--- src/rtl/ram_arbiter.sv ---
`timescale 1ns/1ps
// ram_arbiter
//
// Shares the single data RAM port between instruction fetch (IF) and the
// MEM-stage load/store path. A three-state controller (IDLE -> ISSUE -> RESP)
// grants one requester per access, registers the RAM command for one cycle,
// captures the read data, and returns a one-cycle done/valid strobe three
// cycles after the request was sampled. Data accesses have priority.
//
// Optional feature macro: ARB_FAIR_EN
//   When defined, a 3-bit fairness counter limits consecutive MEM grants made
//   while a fetch is waiting to FAIR_MAX, after which IF wins once.
//   When undefined, arbitration is strict MEM priority and no counter exists.
//
// Ports
//   clk, rst          clock; asynchronous active-high reset
//   if_req/if_addr    fetch request (held until inst_valid) and byte address
//   if_flush          abandon the fetch currently granted
//   inst_o/inst_valid fetched word and its one-cycle strobe
//   mem_req/mem_we    data request (held until mem_done), 1 = store
//   mem_addr/mem_sel  data byte address and byte enables
//   mem_wdata         store data
//   mem_rdata         load result
//   mem_done          one-cycle completion strobe
//   ram_ce/ram_we     registered RAM command
//   ram_addr/ram_sel  RAM address and byte enables (sel is 0 for reads)
//   ram_wdata         RAM write data
//   ram_rdata         RAM read data, valid the cycle after the command
//   stallreq_if/_mem  combinational stall requests toward ctrl
module ram_arbiter #(
    parameter int ADDR_W   = 12,
    parameter int DATA_W   = 32,
    parameter int FAIR_MAX = 4
) (
    input  logic              clk,
    input  logic              rst,
    input  logic              if_req,
    input  logic [ADDR_W-1:0] if_addr,
    input  logic              if_flush,
    output logic [DATA_W-1:0] inst_o,
    output logic              inst_valid,
    input  logic              mem_req,
    input  logic              mem_we,
    input  logic [ADDR_W-1:0] mem_addr,
    input  logic [3:0]        mem_sel,
    input  logic [DATA_W-1:0] mem_wdata,
    output logic [DATA_W-1:0] mem_rdata,
    output logic              mem_done,
    output logic              ram_ce,
    output logic              ram_we,
    output logic [ADDR_W-1:0] ram_addr,
    output logic [3:0]        ram_sel,
    output logic [DATA_W-1:0] ram_wdata,
    input  logic [DATA_W-1:0] ram_rdata,
    output logic              stallreq_if,
    output logic              stallreq_mem
);

    typedef enum logic [1:0] {
        S_IDLE  = 2'd0,
        S_ISSUE = 2'd1,
        S_RESP  = 2'd2
    } state_t;

    typedef enum logic {
        GNT_IF  = 1'b0,
        GNT_MEM = 1'b1
    } gnt_t;

    state_t r_state;
    state_t w_state_nxt;
    gnt_t   r_gnt;
    logic   r_store;
    logic   r_if_kill;

    logic   w_mem_elig;
    logic   w_if_elig;
    logic   w_if_wins;
    logic   w_grant_mem;
    logic   w_grant_if;
    logic   w_if_drop;

`ifdef ARB_FAIR_EN
    logic [2:0] r_fair_cnt;
`endif

    // A requester whose strobe is high this cycle is about to drop or change
    // its request, so it is masked to avoid repeating the completed access.
    assign w_mem_elig   = mem_req & ~mem_done;
    assign w_if_elig    = if_req  & ~inst_valid;

    assign stallreq_mem = mem_req & ~mem_done;
    assign stallreq_if  = if_req  & ~inst_valid;

    // Fetch response is discarded if a flush was seen in ISSUE or is seen now.
    assign w_if_drop    = r_if_kill | if_flush;

`ifdef ARB_FAIR_EN
    assign w_if_wins = w_if_elig & (~w_mem_elig | (r_fair_cnt == 3'(FAIR_MAX)));
`else
    assign w_if_wins = w_if_elig & ~w_mem_elig;
`endif

    // State register
    always_ff @(posedge clk or posedge rst) begin
        if (rst) begin
            r_state <= S_IDLE;
        end else begin
            r_state <= w_state_nxt;
        end
    end

    // Next-state and grant decode
    always_comb begin
        w_state_nxt = r_state;
        w_grant_mem = 1'b0;
        w_grant_if  = 1'b0;
        case (r_state)
            S_IDLE: begin
                if (w_if_wins) begin
                    w_grant_if  = 1'b1;
                    w_state_nxt = S_ISSUE;
                end else if (w_mem_elig) begin
                    w_grant_mem = 1'b1;
                    w_state_nxt = S_ISSUE;
                end
            end
            S_ISSUE: w_state_nxt = S_RESP;
            S_RESP:  w_state_nxt = S_IDLE;
            default: w_state_nxt = S_IDLE;
        endcase
    end

    // Command, response and strobe registers
    always_ff @(posedge clk or posedge rst) begin
        if (rst) begin
            ram_ce     <= 1'b0;
            ram_we     <= 1'b0;
            ram_addr   <= '0;
            ram_sel    <= '0;
            ram_wdata  <= '0;
            mem_rdata  <= '0;
            mem_done   <= 1'b0;
            inst_o     <= '0;
            inst_valid <= 1'b0;
            r_gnt      <= GNT_IF;
            r_store    <= 1'b0;
            r_if_kill  <= 1'b0;
        end else begin
            mem_done   <= 1'b0;
            inst_valid <= 1'b0;
            case (r_state)
                S_IDLE: begin
                    r_if_kill <= 1'b0;
                    if (w_grant_mem) begin
                        ram_ce    <= 1'b1;
                        ram_we    <= mem_we;
                        ram_addr  <= mem_addr;
                        ram_sel   <= mem_we ? mem_sel : 4'b0000;
                        ram_wdata <= mem_wdata;
                        r_gnt     <= GNT_MEM;
                        r_store   <= mem_we;
                    end else if (w_grant_if) begin
                        ram_ce    <= 1'b1;
                        ram_we    <= 1'b0;
                        ram_addr  <= if_addr;
                        ram_sel   <= 4'b0000;
                        r_gnt     <= GNT_IF;
                        r_store   <= 1'b0;
                    end
                end
                S_ISSUE: begin
                    ram_ce  <= 1'b0;
                    ram_we  <= 1'b0;
                    ram_sel <= 4'b0000;
                    if ((r_gnt == GNT_IF) && if_flush) begin
                        r_if_kill <= 1'b1;
                    end
                end
                S_RESP: begin
                    if (r_gnt == GNT_MEM) begin
                        if (!r_store) begin
                            mem_rdata <= ram_rdata;
                        end
                        mem_done <= 1'b1;
                    end else if (!w_if_drop) begin
                        inst_o     <= ram_rdata;
                        inst_valid <= 1'b1;
                    end
                end
                default: ;
            endcase
        end
    end

`ifdef ARB_FAIR_EN
    // Counts MEM grants taken while a fetch waits; saturates at FAIR_MAX.
    always_ff @(posedge clk or posedge rst) begin
        if (rst) begin
            r_fair_cnt <= '0;
        end else if (w_grant_if) begin
            r_fair_cnt <= '0;
        end else if (w_grant_mem && w_if_elig && (r_fair_cnt != 3'(FAIR_MAX))) begin
            r_fair_cnt <= r_fair_cnt + 3'd1;
        end
    end
`endif

endmodule

--- config.mk ---
export PLATFORM = sky130hd
export DESIGN_NAME = ram_arbiter
export DESIGN_NICKNAME = d
export VERILOG_FILES = /design/src/rtl/ram_arbiter.sv
export SDC_FILE = /design/constraint.sdc
export NUM_CORES = 1
export LEC_CHECK = 0
export BUFFER_PORTS_ARGS = -buffer_cell sky130_fd_sc_hd__buf_2
export CORE_MARGIN = 2
export CORE_UTILIZATION = 50
export DETAILED_ROUTE_END_ITERATION = 12
export MAX_ROUTING_LAYER = met4
export PLACE_DENSITY = 0.92
export RECOVER_POWER = 50
export SLEW_MARGIN = 20
export SYNTH_ARGS = -nofsm -noshare
export SYNTH_HDL_FRONTEND = slang
export SYNTH_SLANG_ARGS = --single-unit
--- constraint.sdc ---
create_clock -name clk -period 10.6 [get_ports clk]
set_input_delay 2.12 -clock clk [delete_from_list [all_inputs] [get_ports clk]]
set_output_delay 2.12 -clock clk [all_outputs]
set_load 0.1 [all_outputs]
After elaboration in Yosys (flattened, before gate mapping)
Cells that the tools add are included.
{"block": "word_totals", "in_bits": 98, "reg_bits": 121, "elab_cells": 66}
{"block": "op_classes", "eq_ne": 5, "muxes": 28, "bitwise": 10, "n_reduce_logical": 10}
{"op": "2-to-1 mux 12 bit", "count": 2}
{"op": "2-to-1 mux 1 bit", "count": 16}
{"op": "2-to-1 mux 4 bit", "count": 3}
{"op": "case mux 4 bit (2 select lines)", "count": 1}
{"op": "AND reduction 2 bit", "count": 4}
{"op": "inequality test 3 bit, second input constant", "count": 2}
{"op": "NOT 1 bit", "count": 6}
{"op": "case mux 1 bit (2 select lines)", "count": 3}
{"op": "AND reduction 3 bit", "count": 2}
{"op": "2-to-1 mux 2 bit", "count": 2}
{"op": "case mux 2 bit (2 select lines)", "count": 1}
{"op": "nonzero test 2 bit", "count": 2}
{"op": "bitwise AND 1 bit", "count": 3}
{"op": "== test 2 x 1 -> 1 bit, second input constant", "count": 1}
{"op": "== test 2 bit, second input constant", "count": 1}
{"op": "logical NOT 2 bit", "count": 1}
{"op": "inequality test 2 bit, second input constant", "count": 1}
{"op": "logical AND 1 bit", "count": 1}
{"op": "OR 1 bit", "count": 1}

Logic depth before layout (Yosys ltp)
Gate-level depths: netlist of run 1.
{"block": "depth", "word_depth": 9, "mapped_depth": 4, "ltp_nobuf": 3}

Least setup slack after synthesis of run 1
Ideal clock, no wire load.
{"block": "synth_timing", "kind": "input port to output port", "from": "input port if_req", "to": "output port stallreq_if", "t_required_ps": 8480, "path_stages": 1, "t_arrival_ps": 3541, "setup_slack_ps": 4939, "cell_sequence": "nor2b_1"}
{"block": "synth_via", "elab_chain_cells": 1}
{"item": "from (decl)", "line_no": "37", "rtl": "input logic if_req,"}
{"item": "bitwise AND 1 bit", "line_no": "93", "rtl": "assign stallreq_if = if_req & ~inst_valid;"}
{"item": "to (decl)", "line_no": "55", "rtl": "output logic stallreq_if,"}
Every way passes these cells.

==> run summary, run 1 <==
Maximum fanout along the worst path = 78
Fillers = 673
Register area share after synthesis = 65.60%
Avg Cell Area, Syn = 16.43 sq um
Unrepaired setup endpoints after global routing = false
Endpoints failing setup = 0
Max_slew headroom = -162.6%
ANT cells = 0
Layout Skew = 0.01806 ns
Clock latency on the worst-skew pair = 0.51 ns
Startpoint types = primary input
Post-synth top area share = 65.60%
Critical Path Max Stage Delay = 2.86 ns
DP Wirelength = 7.654 mm
Drt first pass iters = 4
Commonest cells post-synth = dfrtp_1 (121), mux2_2 (89), a221o_1 (12), and2_1 (12), mux2_1 (7)
Worst-Margin Slew = 3.938 ns
Synthesized cell area = 4616 sq um
CP max stage cell = clkbuf_1
Fin. max-slew vios = 219
Vias in the first global route = 3526
Via-to-Cell Ratio = 5.219
Status = finished with violations
Synthesized flop and latch total = 121
Crit path DAT = 6.22 ns
Drt total wl = 10.88 mm
GRT overflow = 0
Layout cells sized above 1 = 63.20%
CTS H-Tree Depth = 4
Reg clk slew, reported paths = 0.05 ns
Met1 Wirelength = 4.039 mm
Min Tclk post-route = 6.533 ns
Post-CTS Hold Buffers = 0
Post-CTS Resized = 0
Req. time, crit path = 10.28 ns
Maximum clock insertion buffer count = 2
Primary FF master, synth = dfrtp_1
Post-route ant nets = 0
DRC viols = 0
Clk root buf = clkbuf_8
Area grow syn2layout = 37.00%
Setup TNS = 0 ns
Met3 wire len = 458 microns
Worst path cell trace = buf_2 -> clkinvlp_2 -> clkbuf_1
Fmax = 0.1531 GHz
First-pass GRT wire length = 16.77 mm
Clock Sinks = 121
Synthesized net count = 379
Routed vias = 3288
Die area = 10020 sq um
# rows = 35
Yosys cell types = 25
Yosys warns = 0
Number of hold violations in the final report = 0
Detailed Route Iter0 Violations = 91
Nets = 604
CTS tree = built
CTS Buf Count = 17
Hold Crit Class = flop to flop
Initial antenna violation count = 0
Crit end category = asynchronous set/reset pin
Die H = 100.1 microns
Post CTS Setup Buffer Count = 0
Ports = 216
Cells after Synth = 281
CORE AREA = 9109 sq um
Synth async-reset ratio = 100.0%
Largest net degree at the start of global routing = 79
Worst path top cell family by delay = buffers and inverters
Max Used Layer = met4
Largest area contributor in the netlist = dfrtp_1
I/O Buffers = 215
Crit path kind = primary input to asynchronous set/reset pin
Initial core utilization = 50.67%
Tot GR Track Use = 22.42%
GP Congestion = 0.7939
# Max-Cap Violations = 5
Routed len/inst = 17.27 microns
Failing checks = max-capacitance violations, max-slew violations
Main area contributors after synthesis = dfrtp_1 (66%), mux2_2 (22%), a221o_1 (2.6%)
Worst path buffer plus inverter count = 3
Met2 wire length = 6.109 mm
Post-synth EDFFs = 0
Worst hold slack = 0.4844 ns
Chip Width = 100.1 microns
Most frequent cell after synthesis = dfrtp_1
Final period util = 61.63%
==> area by class of cell <==
class	count	area [sq um]	share of cell area, %
inverter	5	20.02	0.3166
multi-input combinational	142	1443	22.81
clock inverter	14	185.2	2.928
timing repair buffer	219	1081	17.10
clock buffer	18	427.9	6.767
tap	111	138.9	2.196
sequential	121	3028	47.88
==> final timing paths <==
path	start	cells after the start	slack, ns	to
setup / recovery	rst	3	4.07	inst_o[25]$_DFFE_PP0P_
hold / removal	mem_rdata[27]$_DFFE_PP0P_	1	0.48	mem_rdata[27]$_DFFE_PP0P_
setup reg to reg	r_state[0]$_DFFE_PP0P_	3	6.88	ram_wdata[12]$_DFFE_PP0P_
hold reg to reg	mem_rdata[27]$_DFFE_PP0P_	1	0.48	mem_rdata[27]$_DFFE_PP0P_
max in group clk	mem_req	3	5.47	stallreq_mem
min in group asynchronous	rst	2	2.09	mem_rdata[30]$_DFFE_PP0P_
==> sequential cells by signal (all words and copies together) (netlist names) <==
name,flops
inst_o,32
ram_ce,1
ram_wdata,32
r_state,2
r_if_kill,1
ram_addr,12
r_store,1
mem_done,1
ram_sel,4
ram_we,1
inst_valid,1
r_gnt,1
mem_rdata,32
==> per-stage QoR <==
step | worst slack, ns | util, % | std cells | area [sq um]
final | 4.067 | 69.42 | 630 | 6324
after global routing | 2.858 | 69.42 | 630 | 6324
after CTS | 5.488 | 70.12 | 630 | 6387
after detailed placement | 5.475 | 63.39 | 598 | 5774
after global placement | 5.521 | 63.39 | 598 | 5774
after floorplan | 4.939 | - | 281 | 4616
==> routing by layer <==
| layer | vias to the layer above | track usage, % |
|---|---|---|
| met4 | 0 | 10.22 |
| met2 | 123 | 39.86 |
| li1 | 1471 | - |
| met5 | - | - |
| met1 | 1668 | 24.32 |
| met3 | 26 | 4.318 |
==> cell families after synthesis <==
logic type      Yosys count  synth area share (%)
mux                      96                 23.42
compound gates           23                 4.527
buf+inv                  18                 2.331
flops                   121                 65.60
simple gates             23                 4.120
==> cell usage in the layout (no fill, tap or decap), types with 3 or more instances in the layout <==
| master | instances |
|---|---|
| inv_6 | 5 |
| buf_2 | 204 |
| mux2_2 | 89 |
| clkbuf_1 | 14 |
| mux2_1 | 7 |
| clkbuf_16 | 16 |
| and2_0 | 11 |
| inv_1 | 4 |
| a32o_1 | 4 |
| bufinv_16 | 3 |
| dfrtp_1 | 121 |
| a221o_1 | 12 |
| nor2_1 | 3 |
Power of run 1 is left out: the tool's default activity adds up to more than one toggle a clock period on the data nets, which glitch-free logic cannot reach.
==> inputs of run 2 (changes only) <==
--- a/config.mk
+++ b/config.mk
@@ -5,12 +5,13 @@
 export SDC_FILE = /design/constraint.sdc
 export NUM_CORES = 1
 export LEC_CHECK = 0
+export ABC_AREA = 1
 export BUFFER_PORTS_ARGS = -buffer_cell sky130_fd_sc_hd__buf_2
 export CORE_MARGIN = 2
-export CORE_UTILIZATION = 50
+export CORE_UTILIZATION = 42
 export DETAILED_ROUTE_END_ITERATION = 12
 export MAX_ROUTING_LAYER = met4
-export PLACE_DENSITY = 0.92
+export PLACE_DENSITY = 0.82
 export RECOVER_POWER = 50
 export SLEW_MARGIN = 20
 export SYNTH_ARGS = -nofsm -noshare
==> constraint.sdc (replaced) <==
create_clock -name clk -period 5.5 [get_ports clk]
set_input_delay 1.1 -clock clk [delete_from_list [all_inputs] [get_ports clk]]
set_output_delay 1.1 -clock clk [all_outputs]
set_load 0.1 [all_outputs]
==> run summary, run 2 <==
Status = finished with violations
Failing checks = max-capacitance violations, max-slew violations
First-pass GRT wire length = 19.55 mm (+17%)
Yosys cell types = 20 (-20%)
Post CTS Setup Buffer Count = 0 (unchanged)
Register area share after synthesis = 62.40% (-3.2 points)
HP Start = ram_wdata[18]$_DFFE_PP0P_
FF/Latch Area = 3028 sq um (unchanged)
Largest net degree at the start of global routing = 67 (-15%)
Crit path kind = primary input to primary output
GRT overflow = 0 (unchanged)
Post-route ant nets = 0 (unchanged)
Clock Sinks = 121 (unchanged)
Drt first pass iters = 4 (unchanged)
Die H = 111.5 microns (+11%)
Synthesized flop and latch total = 121 (unchanged)
Reg clk slew, reported paths = 0.05 ns (about the same)
Via-to-Cell Ratio = 4.583 (-12%)
Synthesized net count = 621 (+64%)
Cells after Synth = 523 (+86%)
Post-synth top area share = 62.40% (-3.2 points)
Most common cell after layout, fill and taps aside = nand2_1
Worst-Margin Slew = 2.462 ns (-1.476 ns)
Main area contributors after synthesis = dfrtp_1 (62%), nand2_1 (18%), o21ai_2 (3.6%)
Drt total wl = 11.90 mm (+9.4%)
Ports = 216 (unchanged)
Number of hold violations in the final report = 0 (unchanged)
Layout cells sized above 1 = 26.51% (-37 points)
Routed len/inst = 13.37 microns (-23%)
Chip Width = 111.5 microns (+11%)
Fin. max-slew vios = 188 (-14%)
Most frequent cells in the layout = nand2_1 (236), buf_2 (160), dfrtp_1 (121)
# rows = 39 (+11%)
Unrepaired setup endpoints after global routing = false
Largest area contributor in the netlist = dfrtp_1
Maximum fanout along the worst path = 14 (-82%)
Min Tclk post-route = 3.295 ns
CTS H-Tree Depth = 4 (unchanged)
Yosys warns = 0 (unchanged)
Synth async-reset ratio = 100.0% (unchanged)
Commonest cells post-synth = nand2_1 (235), dfrtp_1 (121), inv_1 (46)
DRC viols = 0 (unchanged)
Post-synth EDFFs = 0 (unchanged)
CTS tree = built
Critical Path Source = mem_req
Worst hold slack = 0.4756 ns (-0.008851 ns)
Max_slew headroom = -65.06% (+98 points)
Tot GR Track Use = 20.06% (-2.4 points)
Clock latency on the worst-skew pair = 0.40 ns (-0.11 ns)
ANT cells = 0 (unchanged)
Detailed Route Iter0 Violations = 292 (+220%)
Routed vias = 4079 (+24%)
# Max-Cap Violations = 3 (-2)
Avg Cell Area, Syn = 9.278 sq um (-44%)
Setup TNS = 0 ns (unchanged)
I/O Buffers = 215 (unchanged)
CORE AREA = 11370 sq um (+25%)
Largest regs = inst_o x32, mem_rdata x32, ram_wdata x32
Nets = 832 (+38%)
Vias in the first global route = 4049 (+15%)
Req. time, crit path = 4.40 ns (-5.88 ns)
Fmax = 0.3035 GHz
Footprint of the multi-input gates = 1366 sq um (-5.3%)
Endpoints failing setup = 0 (unchanged)
GP Congestion = 0.8279 (+4.3%)
Area grow syn2layout = 32.96%
Initial core utilization = 42.68% (-8.0 points)
Hold Crit Class = flop to flop
RR Startpoint = r_state[0]$_DFFE_PP0P_
Startpoint types = primary input
Clk root buf = clkbuf_16
Die area = 12430 sq um (+24%)
Crit path DAT = 2.20 ns (-4.02 ns)
Initial antenna violation count = 0 (unchanged)
Layout Skew = 0.009113 ns (-0.008942 ns)
CTS Buf Count = 17 (unchanged)
Fillers = 1120 (+66%)
Final period util = 59.92%
DP Wirelength = 7.993 mm (+4.4%)
Maximum clock insertion buffer count = 2 (unchanged)
Post-CTS Hold Buffers = 0 (unchanged)
Synthesized cell area = 4852 sq um (+5.1%)
Post-CTS Resized = 0 (unchanged)
Most frequent cell after synthesis = nand2_1
Crit end category = primary output
Primary FF master, synth = dfrtp_1
-- run 2: cell count changes in the layout (fill, tap and decap cells not counted), sizes merged, moves of 4 or more --
cell / change
nand2: +237
nand3: +20
inv: +35
a221o: -12
clkbuf: +46
mux2: -96
buf: -44
o21ai: +64
and2: -12
a32o: -4
-- run 2: routing by layer --
layer	wire length, microns	GRT usage, %
met3	561	4.246
met1	5169	25.25
met2	5800	31.02
met5	0	-
met4	365	9.877
-- run 2: worst paths after layout --
kind / endpoint / slack, ns / cells past startpoint
worst max-delay path: stallreq_mem / 2.20 / 4
worst min-delay path: ram_wdata[18]$_DFFE_PP0P_ / 0.48 / 2
worst max register to register: ram_wdata[27]$_DFFE_PP0P_ / 2.24 / 5
worst min register to register: ram_wdata[18]$_DFFE_PP0P_ / 0.48 / 2
max in group asynchronous: mem_rdata[16]$_DFFE_PP0P_ / 2.44 / 3
min in group asynchronous: ram_wdata[12]$_DFFE_PP0P_ / 1.36 / 2
-- run 2: per-stage QoR --
| step | area [sq um] | util (%) | worst slack, ns | instances |
|---|---|---|---|---|
| after global placement | 5948 | 52.32 | 1.960 | 858 |
| after global routing | 6451 | 56.74 | 1.807 | 890 |
| after detailed placement | 5948 | 52.32 | 1.916 | 858 |
| after floorplan | 4852 | - | 1.186 | 523 |
| after CTS | 6630 | 58.31 | 2.225 | 890 |
| final | 6451 | 56.74 | 2.205 | 890 |
-- run 2: worst max-delay path, cell delays in order --
cell and delay (ns):
buf_2 0.09, inv_1 0.04, nor2_2 0.43, buf_2 0.53
-- run 2: final cells by class --
class	instances	area share, %
inverters	47	2.754
flip-flops and latches	121	46.94
multi-input cells	330	21.18
clock buffers	22	7.661
clock inverters	10	2.909
repair buffers	217	15.79
well taps	143	2.773
-- run 2: kinds of logic after synthesis --
group                  Yosys count  share of synthesized area (%)
buffers and inverters           72                          7.272
and+or+nand+nor                263                          21.87
DFF                            121                          62.40
AOI/OAI and AO/OA               67                          8.458
Power of run 2 is left out for the same reason.
